==> src/rtl/serial_half_subtractor_if.sv <==
// Handshake and result bundle for serial_half_subtractor.
// The driver of start/a/b uses master, the subtractor uses slave.
interface serial_half_subtractor_if #(
  parameter int WIDTH = 8
);
  logic             start;
  logic [WIDTH-1:0] a;
  logic [WIDTH-1:0] b;
  logic             busy;
  logic             done;
  logic [WIDTH-1:0] diff;
  logic             borrow;
  logic             bit_out;
  logic             bit_valid;

  modport master (
    output start, a, b,
    input  busy, done, diff, borrow, bit_out, bit_valid
  );

  modport slave (
    input  start, a, b,
    output busy, done, diff, borrow, bit_out, bit_valid
  );
endinterface

==> src/rtl/serial_half_subtractor.sv <==
// Bit-serial unsigned subtractor: one difference bit per cycle, LSB first,
// WIDTH RUN cycles followed by a one-cycle DONE pulse.
module serial_half_subtractor #(
  parameter int WIDTH = 8
) (
  input  logic                     clk,
  input  logic                     rst,
  serial_half_subtractor_if.slave  bus
);
  localparam int CNT_W = $clog2(WIDTH);
  localparam logic [CNT_W-1:0] CNT_LAST = CNT_W'(WIDTH - 1);

  localparam logic [1:0] S_IDLE = 2'd0;
  localparam logic [1:0] S_RUN  = 2'd1;
  localparam logic [1:0] S_DONE = 2'd2;

  logic [1:0]       state;
  logic [CNT_W-1:0] cnt;
  logic [WIDTH-1:0] a_sh;
  logic [WIDTH-1:0] b_sh;
  logic [WIDTH-1:0] diff_q;
  logic             br_q;

  logic a_i;
  logic b_i;
  logic d;
  logic br_next;

  always_comb begin
    a_i     = a_sh[0];
    b_i     = b_sh[0];
    d       = a_i ^ b_i ^ br_q;
    br_next = (~a_i & b_i) | (~(a_i ^ b_i) & br_q);
  end

  // Status outputs decode the state directly, so reset clears them immediately.
  assign bus.busy      = (state != S_IDLE);
  assign bus.done      = (state == S_DONE);
  assign bus.bit_valid = (state == S_RUN);
  assign bus.bit_out   = (state == S_RUN) & d;
  assign bus.diff      = diff_q;
  assign bus.borrow    = br_q;

  // NOTE: state registers use non-blocking assignments so every flop samples
  // pre-edge values; blocking here would let the shift chain race itself.
  always_ff @(posedge clk or posedge rst) begin
    if (rst) begin
      state  <= S_IDLE;
      cnt    <= '0;
      a_sh   <= '0;
      b_sh   <= '0;
      diff_q <= '0;
      br_q   <= 1'b0;
    end else begin
      case (state)
        S_IDLE: begin
          if (bus.start) begin
            a_sh  <= bus.a;
            b_sh  <= bus.b;
            br_q  <= 1'b0;
            cnt   <= '0;
            state <= S_RUN;
          end
        end
        S_RUN: begin
          a_sh   <= a_sh >> 1;
          b_sh   <= b_sh >> 1;
          diff_q <= {d, diff_q[WIDTH-1:1]};
          br_q   <= br_next;
          // Counter parks on its last value instead of wrapping back to zero.
          if (cnt == CNT_LAST) begin
            state <= S_DONE;
          end else begin
            cnt <= cnt + CNT_W'(1);
          end
        end
        S_DONE: begin
          state <= S_IDLE;
        end
        default: begin
          state <= S_IDLE;
        end
      endcase
    end
  end
endmodule

==> src/flat_wrapper.sv <==
// flat-port wrapper written by rule: the top's interface ports become plain ports
module serial_half_subtractor_flat 
#(
  parameter int WIDTH = 8
)
  (clk, rst, bus_start, bus_a, bus_b, bus_busy, bus_done, bus_diff, bus_borrow, bus_bit_out, bus_bit_valid);
  serial_half_subtractor_if #(.WIDTH(WIDTH)) bus_i ();
  input  logic clk;
  input  logic rst;
  input wire logic [$bits(bus_i.start)-1:0] bus_start;
  input wire logic [$bits(bus_i.a)-1:0] bus_a;
  input wire logic [$bits(bus_i.b)-1:0] bus_b;
  output wire logic [$bits(bus_i.busy)-1:0] bus_busy;
  output wire logic [$bits(bus_i.done)-1:0] bus_done;
  output wire logic [$bits(bus_i.diff)-1:0] bus_diff;
  output wire logic [$bits(bus_i.borrow)-1:0] bus_borrow;
  output wire logic [$bits(bus_i.bit_out)-1:0] bus_bit_out;
  output wire logic [$bits(bus_i.bit_valid)-1:0] bus_bit_valid;
  assign bus_i.start = bus_start;
  assign bus_i.a = bus_a;
  assign bus_i.b = bus_b;
  assign bus_busy = bus_i.busy;
  assign bus_done = bus_i.done;
  assign bus_diff = bus_i.diff;
  assign bus_borrow = bus_i.borrow;
  assign bus_bit_out = bus_i.bit_out;
  assign bus_bit_valid = bus_i.bit_valid;
  serial_half_subtractor #(.WIDTH(WIDTH)) u_core (.clk(clk), .rst(rst), .bus(bus_i));
endmodule
==> config.mk <==
export PLATFORM = sky130hd
export DESIGN_NAME = serial_half_subtractor_flat
export DESIGN_NICKNAME = d
export VERILOG_FILES = /design/src/rtl/serial_half_subtractor_if.sv /design/src/rtl/serial_half_subtractor.sv /design/src/flat_wrapper.sv
export SDC_FILE = /design/constraint.sdc
export NUM_CORES = 1
export LEC_CHECK = 0
export ABC_AREA = 1
export CAP_MARGIN = 10
export CORE_MARGIN = 8
export CORE_UTILIZATION = 49
export CTS_CLUSTER_DIAMETER = 200
export DETAILED_ROUTE_END_ITERATION = 10
export PLACE_DENSITY = 0.78
export SLEW_MARGIN = 15
export SYNTH_ARGS = -nofsm -noshare
export SYNTH_HDL_FRONTEND = slang
export SYNTH_SLANG_ARGS = --single-unit
==> constraint.sdc <==
create_clock -name clk -period 1.3 [get_ports clk]
set_input_delay 0.13 -clock clk [delete_from_list [all_inputs] [get_ports clk]]
set_output_delay 0.13 -clock clk [all_outputs]
set_load 0.01 [all_outputs]
* After elaboration in Yosys (flattened, before gate mapping)
Index checks and enable logic that the tools add are counted.
** Storage, ports and cells
- Output and inout port bits :: 13
- Flip-flop bits (word level) :: 30
- Bits of input ports :: 19
- Word-level logic and storage cells :: 39
** Operators by class
- Add/subtract/negate cells :: 1
- Bitwise gates (word level) :: 8
- Reductions and logical operators :: 6
- Multiplexer cells :: 12
- Equal/unequal tests :: 6
** Operators with widths (number)
- $pmux 8 s2 :: 2
- $mux 8 :: 2
- $mux 3 :: 2
- $pmux 3 s2 :: 1
- $mux 2 :: 2
- $ne 2x2->1 const B :: 2
- $pmux 2 s2 :: 1
- $reduce_and 2->1 :: 2
- $reduce_bool 2->1 :: 2
- $add 3x1->3 const B :: 1
- $and 1x1->1 :: 3
- $eq 3x3->1 const B :: 1
- $reduce_and 3->1 :: 1
- $eq 2x1->1 const B :: 1
- $eq 2x2->1 const B :: 1
- $logic_not 2->1 :: 1
- $ne 2x1->1 const B :: 1
- $not 1->1 :: 2
- $pmux 1 s2 :: 1
- $xor 1x1->1 :: 2
- $mux 1 :: 1
- $or 1x1->1 :: 1

* Longest topological paths before layout
Gate-level depths: netlist of run 1.
- Depth in word-level cells :: 5
- Gate-level depth with buffers :: 7

* Least setup slack after synthesis of run 1
No wires, ideal clock.
- Path kind :: register to output
- Start point :: register u_core.br_q, in the netlist u_core.bus.borrow
- End point :: output port bus_bit_out
- Setup slack :: 119 ps
- Arrival :: 1051 ps
- Path buffers :: 0
- Required time :: 1170 ps
- Cell stages (with the launch flop) :: 3
- Cells stage by stage :: dfrtp_1 -> fa_1 -> nor2_1
** On the way
- Longest elaborated chain between the ends :: 2
** Ends and longest elaborated chain
- from (decl) :: RTL line serial_half_subtractor.sv:22 : logic br_q;
- from (signal assigned) :: RTL line serial_half_subtractor.sv:69 : br_q <= br_next;
- $xor 1x1->1 :: RTL line serial_half_subtractor.sv:32 : d = a_i ^ b_i ^ br_q;
- $and 1x1->1 :: RTL line serial_half_subtractor.sv:40 : assign bus.bit_out = (state == S_RUN) & d;
- to (decl) :: RTL line flat_wrapper.sv:17 : output wire logic [$bits(bus_i.bit_out)-1:0] bus_bit_out;
No other way between the ends.

* Worst setup path in the final report of run 1
- Start point :: register u_core.b_sh[0]
- End point :: output port bus_bit_out
** On the way
- Longest elaborated chain between the ends :: 3
** Ends and longest elaborated chain
- from (decl) :: RTL line serial_half_subtractor.sv:20 : logic [WIDTH-1:0] b_sh;
- from (signal assigned) :: RTL line serial_half_subtractor.sv:59 : b_sh <= bus.b;
- from (signal assigned) :: RTL line serial_half_subtractor.sv:67 : b_sh <= b_sh >> 1;
- $xor 1x1->1 (2 in a row) :: RTL line serial_half_subtractor.sv:32
- $and 1x1->1 :: RTL line serial_half_subtractor.sv:40
No other way between the ends.

==> results.py, run 1 <==
metrics = {
    "status": {
        "status": "complete, but fails checks",
        "violations": "setup timing",
    },
    "clock_tree": {
        "cts_tree": "done",
        "cts_buffer_depth": 2,
        "htreeDepth": 2,
        "clock_insertion_delay_worst_skew_ps": 340,
        "cts_made_buffers": 5,
        "cts.sinks": 30,
        "clkSlewWorstSetupHoldPaths_ps": 100,
        "cts_root_buf": "clkbuf_4",
    },
    "final_layout": {
        "stdcell_count": 273,
        "final_util": 0.761,
        "diodes": 0,
        "final_cell_mix": "90 x nand2_1, 30 x dfrtp_1, 18 x nand2_2, 18 x clkdlybuf4s50_1, 17 x nand3_1",
        "nets": 263,
        "drive_above_1_share": 0.256,
        "syn2layout_area_growth_pct": 47.4,
        "final_common_cell": "nand2_1",
    },
    "synthesis": {
        "synth_mux_area_frac": 0,
        "ys_seq_elements": 30,
        "netlist_instances": 185,
        "synth_top_family_by_area": "simple AND/OR/NAND/NOR gates",
        "synth_cell_types": 15,
        "syn_avg_cell_area_um2": 7.76,
        "yosysWarnings": 0,
        "synth_seq_area_share": 0.523,
        "synthAdderAreaFrac": 0.0314,
        "yosys.area_share.simple": 0.370,
        "netlist_area_mm2": 0.00144,
        "synth_nets": 207,
        "synthXorXnorAreaFrac": 0,
        "synth_compound_area_frac": 0.0148,
    },
    "run": {
        "maxCapViolations": 0,
    },
    "critical_path": {
        "cpMaxStageDelayCell": "fa_1",
        "cp_max_fo": 2,
        "max_stage_delay_ps": 570,
        "crit_path_end_kind": "output port",
        "cp-start-kind": "flip-flop",
        "worstPathCellList": "fa_1 > nor2_1 > buf_2",
        "crit_required_ps": 1170,
        "path_class": "flip-flop to output port",
        "crit_arrival_ps": 1500,
    },
    "sta": {
        "maxSlewHeadroom": 0.745,
        "timing.setup.tns_ps": -3000,
        "finalClockSkew_ps": 6.90,
        "worst_pin_slew_ps": 382,
        "final.min_clock_period_ps": 1630,
        "rsz0062_at_grt": "true",
        "fin_crit_sh": 1.26,
        "fin_ws_ps": -333,
        "hold_violations": 0,
        "holdWs_ps": 162,
        "fmax_mhz": 612,
        "finalMaxSlewViolations": 0,
        "setup_viol": 21,
    },
    "detailed_routing": {
        "ant_nets": 0,
        "wl_mm": 4.08,
        "drt_iter0_drc": 102,
        "route.detailed.drc": 0,
        "wl_per_cell_um": 14.9,
        "via_per_inst": 5.23,
        "vias": 1428,
        "drt_pass1_iterations": 4,
    },
    "place": {
        "port_buffers": 31,
        "hpwl_mm": 2.22,
        "dp_cells": 248,
        "gp_congestion": 0.761,
    },
    "global_route": {
        "grt_max_degree": 31,
        "grt_pass1_vias": 1364,
        "track_usage": 0.138,
        "antenna_found_initial": 0,
        "grt_overflow": 0,
        "grt_pass1_wl_mm": 5.62,
    },
    "power": {
        "ir_drop_mv": 1.52,
        "powerDensity_mw_per_mm2": 2350,
        "p_leak_nw": 1.16,
    },
    "hold_path": {
        "hp-class": "primary input to asynchronous set/reset pin",
    },
    "floorplanning": {
        "num_rows": 19,
        "ioPinCount": 32,
        "dieWidth_um": 70.1,
        "die_h_um": 70.1,
        "core_area_mm2": 0.00278,
        "start_util": 0.516,
        "dieArea_mm2": 0.00492,
    },
}
kinds of logic after synthesis:
group | after synthesis
AOI/OAI and AO/OA | 2
and+or+nand+nor | 133
buffers and inverters | 17
adders and majority gates | 3
DFF | 30
metrics by stage:
step	cell area, um2	setup WS [ps]	total power [mW]
6_report	2120	-333	4.98
3_3_place_gp	1800	-349	3.64
2_1_floorplan	1440	119	2.92
3_5_place_dp	1800	-361	3.75
5_1_grt	2120	-432	5.35
4_1_cts	1880	-321	4.30
final timing paths:
| path | from | to | slack (ps) | depth (start not counted) |
|---|---|---|---|---|
| setup / recovery | u_core.b_sh[0] | bus_bit_out | -330 | 3 |
| hold / removal | rst | u_core.bus.diff[4] | 160 | 3 |
| setup reg to reg | u_core.state[0] | u_core.a_sh[4] | -170 | 8 |
| hold reg to reg | u_core.a_sh[7] | u_core.a_sh[7] | 490 | 2 |
| max in group asynchronous | rst | u_core.b_sh[1] | 860 | 3 |
| min in group clk | bus_a[7] | u_core.a_sh[7] | 340 | 3 |
worst max-delay path, delay by kind of cell (launching register included):
kind / cells / cell delay [ps]
simple gates: 1 / 40
flops: 1 / 420
fa+ha+maj: 1 / 570
buf+inv: 1 / 130
routing by layer:
layer	up-vias	global-route usage	share of wire	wire, um
met2	43	0.238	0.52	2110
met5	-	0	0	0
met4	0	0.0848	0.017	68
li1	686	-	-	-
met3	9	0.0480	0.051	208
met1	690	0.140	0.41	1690
repair_timing:
action,4_1_cts,5_1_grt
buffers inserted,5,10
resized for setup,27,51
cloned,0,2
setup endpoints to repair,15,24
pin swaps,2,18
hold buffers,0,0
cell usage after synthesis:
master	number	share of area
nand2_1	108	0.28
dfrtp_1	30	0.52
nand3_1	17	0.059
inv_1	7	0.018
buf_2	4	0.014
nor2_1	4	0.010
buf_4	3	0.016
nand4_1	3	0.013
ha_1	2	0.017
inv_2	2	0.0052
buf_6	1	0.0078
fa_1	1	0.014
nor2_2	1	0.0044
o21ai_0	1	0.0035
o21ai_4	1	0.011
power breakdown:
part / switching [mW] / internal, mW / leakage (nW)
Clock: 0.326 / 0.262 / 0.0353
Combinational: 1.52 / 1.27 / 0.744
Sequential: 0.264 / 1.34 / 0.380
layout make-up:
class,instances,area (um2)
Clock inverter,1,5.00
Multi-Input combinational cell,138,662
Fill cell,195,666
Clock buffer,7,55.1
Tap cell,31,38.8
Inverter,9,38.8
Timing Repair Buffer,56,554
Sequential cell,30,751
Timing Repair inverter,1,11.3
state kept, by name, summed over array words and instances (netlist names):
signal	cells
u_core.state	2
u_core.b_sh	8
u_core.a_sh	8
u_core.cnt	3
u_core.bus.diff	8
u_core.bus.borrow	1
Note: power is estimated with default switching activity, not from simulation.
==> run 2, diff against run 1 <==
--- a/config.mk
+++ b/config.mk
@@ -7,6 +7,7 @@
 export LEC_CHECK = 0
 export ABC_AREA = 1
 export CAP_MARGIN = 10
+export CORE_ASPECT_RATIO = 0.5
 export CORE_MARGIN = 8
 export CORE_UTILIZATION = 49
 export CTS_CLUSTER_DIAMETER = 200
==> run 2 against run 1 <==
The flow still finishes with violations (setup timing). Clock power grew 33%. Worst setup slack gained 53 ps. Sequential share of layout area grew 1.4 points. Hold slack improved by 20 ps. Global-route usage increased by 0.29 points. Fmax increased by 3.4%. Count of clock-buffer cells in the layout stayed put. Via count shrank 6.4%. Final area decreased by 3.8%. Die area grew 2.1%. Critical endpoint unchanged.
==> results.py, run 2 (synthesized netlist as in run 1, its figures left out) <==
metrics = {
    "critical_path": {
        "cpMaxStageDelayCell": "fa_1",
        "reg2reg_from": "u_core.state[0]",
        "cp-start-kind": "flip-flop",
        "crit_path_end_kind": "output port",
        "cp_max_fo": 2,
        "worstPathCellList": "fa_1 > nor2_1 > buf_2",
        "crit_required_ps": 1170,
        "r2r-end": "u_core.a_sh[5]",
        "r2r_slack_ps": -60,
        "r2r_cells": 7,
        "crit_arrival_ps": 1450,
        "max_stage_delay_ps": 510,
        "path_class": "flip-flop to output port",
    },
    "floorplanning": {
        "start_util": 0.497,
        "dieWidth_um": 92.5,
        "die_h_um": 54.3,
        "dieArea_mm2": 0.00502,
        "num_rows": 14,
        "ioPinCount": 32,
        "core_area_mm2": 0.00289,
    },
    "detailed_routing": {
        "drt_pass1_iterations": 4,
        "wl_mm": 3.72,
        "ant_nets": 0,
        "vias": 1337,
        "route.detailed.drc": 0,
        "drt_iter0_drc": 65,
        "via_per_inst": 4.84,
        "wl_per_cell_um": 13.5,
    },
    "global_route": {
        "track_usage": 0.141,
        "grt_overflow": 0,
        "use_met1": 0.155,
        "antenna_found_initial": 0,
        "use_met2": 0.242,
        "met3_usage": 0.0684,
        "grt_pass1_wl_mm": 5.35,
        "grt_pass1_vias": 1196,
        "busiest_layer": "met2",
        "grt_max_degree": 31,
    },
    "clock_tree": {
        "cts_tree": "done",
        "cts_made_buffers": 5,
        "cts_root_buf": "clkbuf_8",
        "htreeDepth": 2,
        "cts_buffer_depth": 2,
        "cts.sinks": 30,
        "clkSlewWorstSetupHoldPaths_ps": 70,
        "hold_buffers": 0,
        "clock_insertion_delay_worst_skew_ps": 290,
    },
    "sta": {
        "worst_pin_slew_ps": 245,
        "fin_ws_ps": -280,
        "hold_violations": 0,
        "fin_crit_sh": 1.22,
        "timing.setup.tns_ps": -465,
        "rsz0062_at_grt": "true",
        "final.min_clock_period_ps": 1580,
        "finalMaxSlewViolations": 0,
        "maxSlewHeadroom": 0.836,
        "finalClockSkew_ps": 9.95,
        "setup_viol": 14,
        "fmax_mhz": 633,
    },
    "final_layout": {
        "syn2layout_area_growth_pct": 41.8,
        "diodes": 0,
        "drive_above_1_share": 0.165,
        "nFillCells": 226,
        "final_cell_mix": "108 x nand2_1, 30 x dfrtp_1, 18 x clkdlybuf4s50_1",
        "final_common_cell": "nand2_1",
        "nets": 257,
        "stdcell_count": 276,
        "final_cell_area_mm2": 0.00204,
    },
    "place": {
        "port_buffers": 31,
        "hpwl_mm": 2.22,
        "gp_congestion": 0.757,
        "post_dp_cell_area_mm2": 0.00182,
        "dp_cells": 255,
        "pre_cts_ws_ps": -377,
    },
    "power": {
        "p_leak_nw": 1.13,
        "power_mw": 4.80,
        "ir_drop_mv": 1.38,
        "powerDensity_mw_per_mm2": 2360,
    },
    "status": {
        "status": "complete, but fails checks",
        "violations": "setup timing",
    },
    "run": {
        "maxCapViolations": 0,
    },
    "hold_path": {
        "hp-class": "primary input to asynchronous set/reset pin",
    },
}
## run 2: changes by cell type in the layout (fill, tap and decap cells not counted), sizes merged
cell | before | now
buf | 29 | 21
clkbuf | 7 | 9
dlygate4sd2 | 8 | 9
clkdlybuf4s15 | 1 | 0
## run 2: worst max-delay path by stage
stage / start / end / slack, ps
detailed placement: u_core.b_sh[0] / bus_bit_out / -380
finish: u_core.b_sh[0] / bus_bit_out / -280
CTS: u_core.a_sh[0] / bus_bit_out / -270
global route: u_core.b_sh[0] / bus_bit_out / -370
global placement: u_core.b_sh[0] / bus_bit_out / -360
floorplan: u_core.bus.borrow / bus_bit_out / 120
## run 2: metal layers
layer	share of wire	wire, um
met2	0.44	1620
met3	0.085	314
met1	0.46	1700
met5	0	0
met4	0.022	83
## run 2: power by group
group / switching [mW] / total (mW) / internal (mW) / leakage (nW)
Combinational: 1.31 / 2.43 / 1.11 / 0.704
Clock: 0.355 / 0.781 / 0.426 / 0.0482
Sequential: 0.253 / 1.60 / 1.34 / 0.380
Total: 1.92 / 4.80 / 2.88 / 1.13
## run 2: what timing repair did
item | in CTS | in global routing
gates resized for setup | 27 | 12
endpoints found under the setup margin | 13 | 19
pin swaps | 3 | 6
cloned | 0 | 2
setup buffers | 2 | 9
## run 2: area by class of cell
type | instances | area [um2] | share of cell area
clock buffers | 7 | 86.3 | 0.0424
clock inverters | 1 | 5.00 | 0.00246
inverters | 9 | 38.8 | 0.0191
multi-input cells | 138 | 604 | 0.297
flip-flops and latches | 30 | 751 | 0.369
well taps | 40 | 50.0 | 0.0246
repair buffers | 50 | 494 | 0.243
repair inverters | 1 | 6.26 | 0.00307
## run 2: worst max-delay path, delay by kind of cell (launching register included)
family | cells | cell delay [ps]
flip-flops | 1 | 410
buffers and inverters | 1 | 130
adder cells (fa/ha/maj) | 1 | 510
AND/OR/NAND/NOR | 1 | 110
## run 2: per-stage QoR
stage / hold WS [ps] / utilization
6_report: 183 / 0.704
4_1_cts: 192 / 0.661
5_1_grt: 217 / 0.704
3_5_place_dp: 465 / 0.629
3_3_place_gp: 460 / 0.629
2_1_floorplan: 221 / -
==> run 3, diff against run 2 <==
--- a/config.mk
+++ b/config.mk
@@ -6,7 +6,7 @@
 export NUM_CORES = 1
 export LEC_CHECK = 0
 export ABC_AREA = 1
-export CAP_MARGIN = 10
+export CAP_MARGIN = 20
 export CORE_ASPECT_RATIO = 0.5
 export CORE_MARGIN = 8
 export CORE_UTILIZATION = 49
==> results of run 3 <==
Same layout as run 2: the final DEF is identical, and so are final timing and power.
